==> src/rtl/sync_fifo_packer_if.sv <==
// Handshake bundle between the FIFO read port, the packer and the wide datapath.
// The packer uses the slave view; whatever drives the FIFO side and sinks the wide side uses the master view.
interface sync_fifo_packer_if #(
  parameter int DATA_WIDTH = 8,
  parameter int PACK_RATIO = 4
);
  logic                             i_valid_s;
  logic [DATA_WIDTH-1:0]            i_datain;
  logic                             o_ready_s;
  logic                             i_flush;
  logic                             o_valid_m;
  logic [DATA_WIDTH*PACK_RATIO-1:0] o_dataout;
  logic [PACK_RATIO-1:0]            o_keep;
  logic                             i_ready_m;

  modport slave (
    input  i_valid_s, i_datain, i_flush, i_ready_m,
    output o_ready_s, o_valid_m, o_dataout, o_keep
  );

  modport master (
    output i_valid_s, i_datain, i_flush, i_ready_m,
    input  o_ready_s, o_valid_m, o_dataout, o_keep
  );
endinterface

==> src/rtl/sync_fifo_packer.sv <==
// Packs PACK_RATIO narrow FIFO words into one wide word with per-lane keep flags.
// Define SYNC_FIFO_PACKER_MSB_FIRST_EN to fill lanes from the most significant lane downward.
module sync_fifo_packer #(
  parameter int DATA_WIDTH = 8,
  parameter int PACK_RATIO = 4,
  parameter int CNT_WIDTH  = $clog2(PACK_RATIO)
) (
  input logic              i_clk,
  input logic              i_rst,
  sync_fifo_packer_if.slave bus
);

  localparam int                   OUT_WIDTH = DATA_WIDTH * PACK_RATIO;
  localparam logic [CNT_WIDTH-1:0] LAST_CNT  = CNT_WIDTH'(PACK_RATIO - 1);

  typedef enum logic {FILL, HOLD} state_t;

  state_t                 state, state_nxt;
  logic [CNT_WIDTH-1:0]   cnt, cnt_nxt, lane;
  logic [OUT_WIDTH-1:0]   asm_data, asm_data_mrg, asm_data_nxt;
  logic [OUT_WIDTH-1:0]   out_data, out_data_nxt;
  logic [PACK_RATIO-1:0]  asm_keep, asm_keep_mrg, asm_keep_nxt;
  logic [PACK_RATIO-1:0]  out_keep, out_keep_nxt;
  logic                   in_acc, out_acc;

  assign bus.o_valid_m = (state == HOLD);
  assign bus.o_ready_s = !i_rst && ((state == FILL) || bus.i_ready_m);
  assign bus.o_dataout = out_data;
  assign bus.o_keep    = out_keep;

  assign in_acc  = bus.i_valid_s & bus.o_ready_s;
  assign out_acc = bus.o_valid_m & bus.i_ready_m;

`ifdef SYNC_FIFO_PACKER_MSB_FIRST_EN
  // PACK_RATIO is a power of two, so ~cnt equals PACK_RATIO-1-cnt.
  assign lane = ~cnt;
`else
  assign lane = cnt;
`endif

  // Assembly contents as they would be with this cycle's accepted word included.
  always_comb begin
    // NOTE: every always_comb output gets a default first so no latch is inferred.
    asm_data_mrg = asm_data;
    asm_keep_mrg = asm_keep;
    if (in_acc) begin
      asm_data_mrg[lane*DATA_WIDTH +: DATA_WIDTH] = bus.i_datain;
      asm_keep_mrg[lane]                          = 1'b1;
    end
  end

  always_comb begin
    state_nxt    = state;
    asm_data_nxt = asm_data_mrg;
    asm_keep_nxt = asm_keep_mrg;
    out_data_nxt = out_data;
    out_keep_nxt = out_keep;
    cnt_nxt      = in_acc ? cnt + CNT_WIDTH'(1) : cnt;

    unique case (state)
      FILL: begin
        // Close the word when it is full, or on flush if at least one lane is occupied.
        if ((in_acc && cnt == LAST_CNT) || (bus.i_flush && (cnt != '0 || in_acc))) begin
          out_data_nxt = asm_data_mrg;
          out_keep_nxt = asm_keep_mrg;
          asm_data_nxt = '0;
          asm_keep_nxt = '0;
          cnt_nxt      = '0;
          state_nxt    = HOLD;
        end
      end
      HOLD: begin
        // A pop here is only possible alongside an output accept; it lands in lane 0 of a fresh word.
        if (out_acc) begin
          out_keep_nxt = '0;
          state_nxt    = FILL;
        end
      end
      default: state_nxt = FILL;
    endcase
  end

  // NOTE: sequential state uses non-blocking assignments so all flops update together.
  always_ff @(posedge i_clk or posedge i_rst) begin
    if (i_rst) begin
      state    <= FILL;
      cnt      <= '0;
      asm_data <= '0;
      asm_keep <= '0;
      out_data <= '0;
      out_keep <= '0;
    end else begin
      state    <= state_nxt;
      cnt      <= cnt_nxt;
      asm_data <= asm_data_nxt;
      asm_keep <= asm_keep_nxt;
      out_data <= out_data_nxt;
      out_keep <= out_keep_nxt;
    end
  end

endmodule

==> src/flat_wrapper.sv <==
// flat-port wrapper written by rule: the top's interface ports become plain ports
module sync_fifo_packer_flat 
#(
  parameter int DATA_WIDTH = 8,
  parameter int PACK_RATIO = 4,
  parameter int CNT_WIDTH  = $clog2(PACK_RATIO)
)
  (i_clk, i_rst, bus_i_valid_s, bus_i_datain, bus_i_flush, bus_i_ready_m, bus_o_ready_s, bus_o_valid_m, bus_o_dataout, bus_o_keep);
  sync_fifo_packer_if #(.DATA_WIDTH(DATA_WIDTH), .PACK_RATIO(PACK_RATIO)) bus_i ();
  input logic i_clk;
  input logic i_rst;
  input wire logic [$bits(bus_i.i_valid_s)-1:0] bus_i_valid_s;
  input wire logic [$bits(bus_i.i_datain)-1:0] bus_i_datain;
  input wire logic [$bits(bus_i.i_flush)-1:0] bus_i_flush;
  input wire logic [$bits(bus_i.i_ready_m)-1:0] bus_i_ready_m;
  output wire logic [$bits(bus_i.o_ready_s)-1:0] bus_o_ready_s;
  output wire logic [$bits(bus_i.o_valid_m)-1:0] bus_o_valid_m;
  output wire logic [$bits(bus_i.o_dataout)-1:0] bus_o_dataout;
  output wire logic [$bits(bus_i.o_keep)-1:0] bus_o_keep;
  assign bus_i.i_valid_s = bus_i_valid_s;
  assign bus_i.i_datain = bus_i_datain;
  assign bus_i.i_flush = bus_i_flush;
  assign bus_i.i_ready_m = bus_i_ready_m;
  assign bus_o_ready_s = bus_i.o_ready_s;
  assign bus_o_valid_m = bus_i.o_valid_m;
  assign bus_o_dataout = bus_i.o_dataout;
  assign bus_o_keep = bus_i.o_keep;
  sync_fifo_packer #(.DATA_WIDTH(DATA_WIDTH), .PACK_RATIO(PACK_RATIO), .CNT_WIDTH(CNT_WIDTH)) u_core (.i_clk(i_clk), .i_rst(i_rst), .bus(bus_i));
endmodule
==> config.mk <==
export PLATFORM = sky130hd
export DESIGN_NAME = sync_fifo_packer_flat
export DESIGN_NICKNAME = d
export VERILOG_FILES = /design/src/rtl/sync_fifo_packer_if.sv /design/src/rtl/sync_fifo_packer.sv /design/src/flat_wrapper.sv
export SDC_FILE = /design/constraint.sdc
export NUM_CORES = 1
export LEC_CHECK = 0
export BUFFER_PORTS_ARGS = -buffer_cell sky130_fd_sc_hd__clkbuf_2
export CAP_MARGIN = 30
export CORE_MARGIN = 5
export CORE_UTILIZATION = 60
export DETAILED_ROUTE_END_ITERATION = 6
export PLACE_DENSITY = 0.85
export SETUP_SLACK_MARGIN = 0.2
export SLEW_MARGIN = 20
export SYNTH_ARGS = -nofsm -noshare
export SYNTH_HDL_FRONTEND = slang
export SYNTH_SLANG_ARGS = --single-unit
export TNS_END_PERCENT = 20
==> constraint.sdc <==
create_clock -name i_clk -period 3.47 [get_ports i_clk]
set_clock_uncertainty 0.15 [all_clocks]
set_input_delay 0.1735 -clock i_clk [delete_from_list [all_inputs] [get_ports i_clk]]
set_output_delay 0.1735 -clock i_clk [all_outputs]
set_load 0.03 [all_outputs]
==> flow_summary.toml <==
[finish]
nets = 358
fill_cells = 417
diodes = 0
drive_above_1_share = 0.282
seqCellArea_mm2 = 0.00188
area.growth.synth_to_final_pct = 13.7
final_common_cell = "dfrtp_1"
multiInputGateArea_mm2 = 0.00133
final_cell_mix = "dfrtp_1, clkbuf_2, mux2i_1"

[drt]
vias_per_cell = 5.22
first_pass_iters = 4
dr.first_iter.drc_count = 95
vias = 2154
ant_nets = 0
wl_um = 6500
wl_per_cell_um = 15.7
remaining_drc_errors = 0

[global_route]
grt_max_degree = 57
antenna_found_initial = 0
grt_overflow_total = 0
grt_pass1_vias = 2263
grt_use_total = 0.196
grt_pass1_wl_um = 11200

[floorplanning]
core-area_mm2 = 0.00554
die_w_um = 85.6
fp.dieH_um = 85.6
start_util = 0.619
fp-row-count = 27
dieArea_mm2 = 0.00732
ios = 51

[clock_tree]
clk_latency_ns = 0.34
clock-root-buffer = "clkbuf_8"
cts_tree = "yes"
clock_path_buffers = 2
htree_num_levels = 3
numCtsBuffers = 9
cts_setup_buffers = 0
clkSlewWorstSetupHoldPaths_ns = 0.07
holdBufCountCts = 1
cts_resized = 0
cts.sinks = 75

[critical_path]
required_ns = 3.55
cp-startpoint = "u_core.cnt[0]"
timing.critical_path.arrival_ns = 2.71
cp_max_fo = 42
ff2ff_setup_slack_ns = 0.83
cp-endpoint = "u_core.bus.o_dataout[4]"
r2r-end = "u_core.bus.o_dataout[4]"
startpoint_type = "flop"
r2r-start = "u_core.cnt[0]"
critPathKind = "reg2reg"
ff2ff_path_depth = 6
end_kind = "flop"

[logic_synthesis]
syn_inst = 287
ys_async_sr_fraction = 1.00
synth_area_mm2 = 0.00343
yosysUniqueCellTypes = 30
synth_edf_count = 0
synth-seq-area-share = 0.548
syn_area_per_cell_um2 = 11.9
yosysWarnings = 0
synth_flop_cell = "dfrtp_1"
synth-seq-cells = 75
synth.net_count = 308

[run]
drv_cap = 0

[timing]
slew_headroom = 0.557
finalSetupTns_ns = 0
rsz0062_at_grt = "false"
tightest_slew_ns = 0.665
hold_violations = 0
fmax_mhz = 379
drv_slew = 0
fin_crit_sh = 0.760
finalSetupViolCount = 0
fin_crit_ns = 2.64

[pwr]
p_seq_frac = 0.421
ir_drop_uv = 480
p_comb_frac = 0.324
p_sw_w = 0.000927
power_density_mw_per_mm2 = 672
power_leakage_nw = 2.05
p_int_w = 0.00169
p_sw_frac = 0.354
p_clk_frac = 0.256
power_w = 0.00262

[placed_design]
numPortBuffers = 50
gp_congestion = 0.794
dp_hpwl_um = 4460

[min_path]
hp-class = "in2reg"

[status]
status = "finished clean"
-- layer usage --
| metal | wire length (um) | up-vias | global-route usage |
|---|---|---|---|
| met5 | 0 | - | 0 |
| met4 | 76 | 0 | 0.0633 |
| met3 | 340 | 7 | 0.0644 |
| met2 | 3140 | 56 | 0.306 |
| met1 | 2950 | 1057 | 0.262 |
| li1 | - | 1034 | - |
-- cell type report --
cell class | instances | area share
clock buffer | 11 | 0.0389
clock inverter | 4 | 0.0128
inverter | 27 | 0.0267
multi-input combinational | 169 | 0.342
sequential | 75 | 0.482
tap | 72 | 0.0231
timing repair buffer | 55 | 0.0745
-- power groups by stage --
stage | Sequential [W] | Clock (W) | Combinational (W)
floorplan | 0.00125 | 0 | 0.000545
global placement | 0.00111 | 0 | 0.000823
detailed placement | 0.00111 | 0 | 0.000844
CTS | 0.00110 | 0.000686 | 0.000850
global route | 0.00111 | 0.000726 | 0.000914
finish | 0.00110 | 0.000669 | 0.000847
-- state kept, by name, indices dropped and copies added, names as in the netlist --
name                  count
u_core.asm_keep           4
u_core.cnt                2
u_core.bus.o_dataout     32
u_core.asm_data          32
u_core.bus.o_valid_m      1
u_core.bus.o_keep         4
-- cells in the mapped netlist, types with 2 or more instances --
cell type,n,share of area
nand2b_1,2,0.0037
nand2_1,18,0.020
and2_1,10,0.018
mux2_2,21,0.069
and3_1,2,0.0037
inv_1,27,0.030
nor3b_1,2,0.0044
nor2b_1,23,0.042
a22o_1,8,0.020
nor2_1,18,0.020
mux2i_1,39,0.11
ha_1,8,0.029
buf_4,7,0.015
buf_6,3,0.0099
nand3_2,2,0.0058
clkbuf_1,2,0.0022
buf_2,3,0.0044
a21oi_1,6,0.0088
dfrtp_1,75,0.55
-- per-stage QoR --
step	instances	area [um^2]	setup slack, ns	utilization	hold WS [ns]
after floorplan	287	3430	1.24	-	0.263
after global placement	397	3680	0.970	0.664	0.316
after detailed placement	397	3680	0.890	0.665	0.189
after CTS	413	3890	0.864	0.703	0.0767
after global routing	413	3890	0.735	0.703	0.0933
final	413	3890	0.834	0.703	0.0928
-- worst min path at each step --
| stage | start | endpoint | cells past startpoint |
|---|---|---|---|
| floorplan | bus_i_ready_m | u_core.bus.o_keep[0] | 3 |
| global placement | u_core.asm_keep[2] | u_core.asm_keep[2] | 2 |
| detailed placement | i_rst | u_core.bus.o_valid_m | 2 |
| CTS | bus_i_ready_m | u_core.bus.o_keep[1] | 4 |
| global route | bus_i_ready_m | u_core.bus.o_keep[1] | 4 |
| finish | bus_i_ready_m | u_core.bus.o_keep[1] | 4 |
-- worst max-delay path, stage by stage (launching register included) --
cell,delay [ns]
dfrtp_1,0.59
inv_1,0.19
ha_1,0.34
nand2b_1,0.22
a21oi_4,0.16
buf_4,0.45
mux2_2,0.40
-- logic make-up after synthesis --
kind of cell	after synthesis	share of synthesized area
simple gates	84	0.137
fa+ha+maj	8	0.0292
flops	75	0.548
buf+inv	43	0.0657
mux	60	0.183
xor+xnor	1	0.00256
compound gates	16	0.0354
Note: power is estimated with default switching activity, not from simulation.
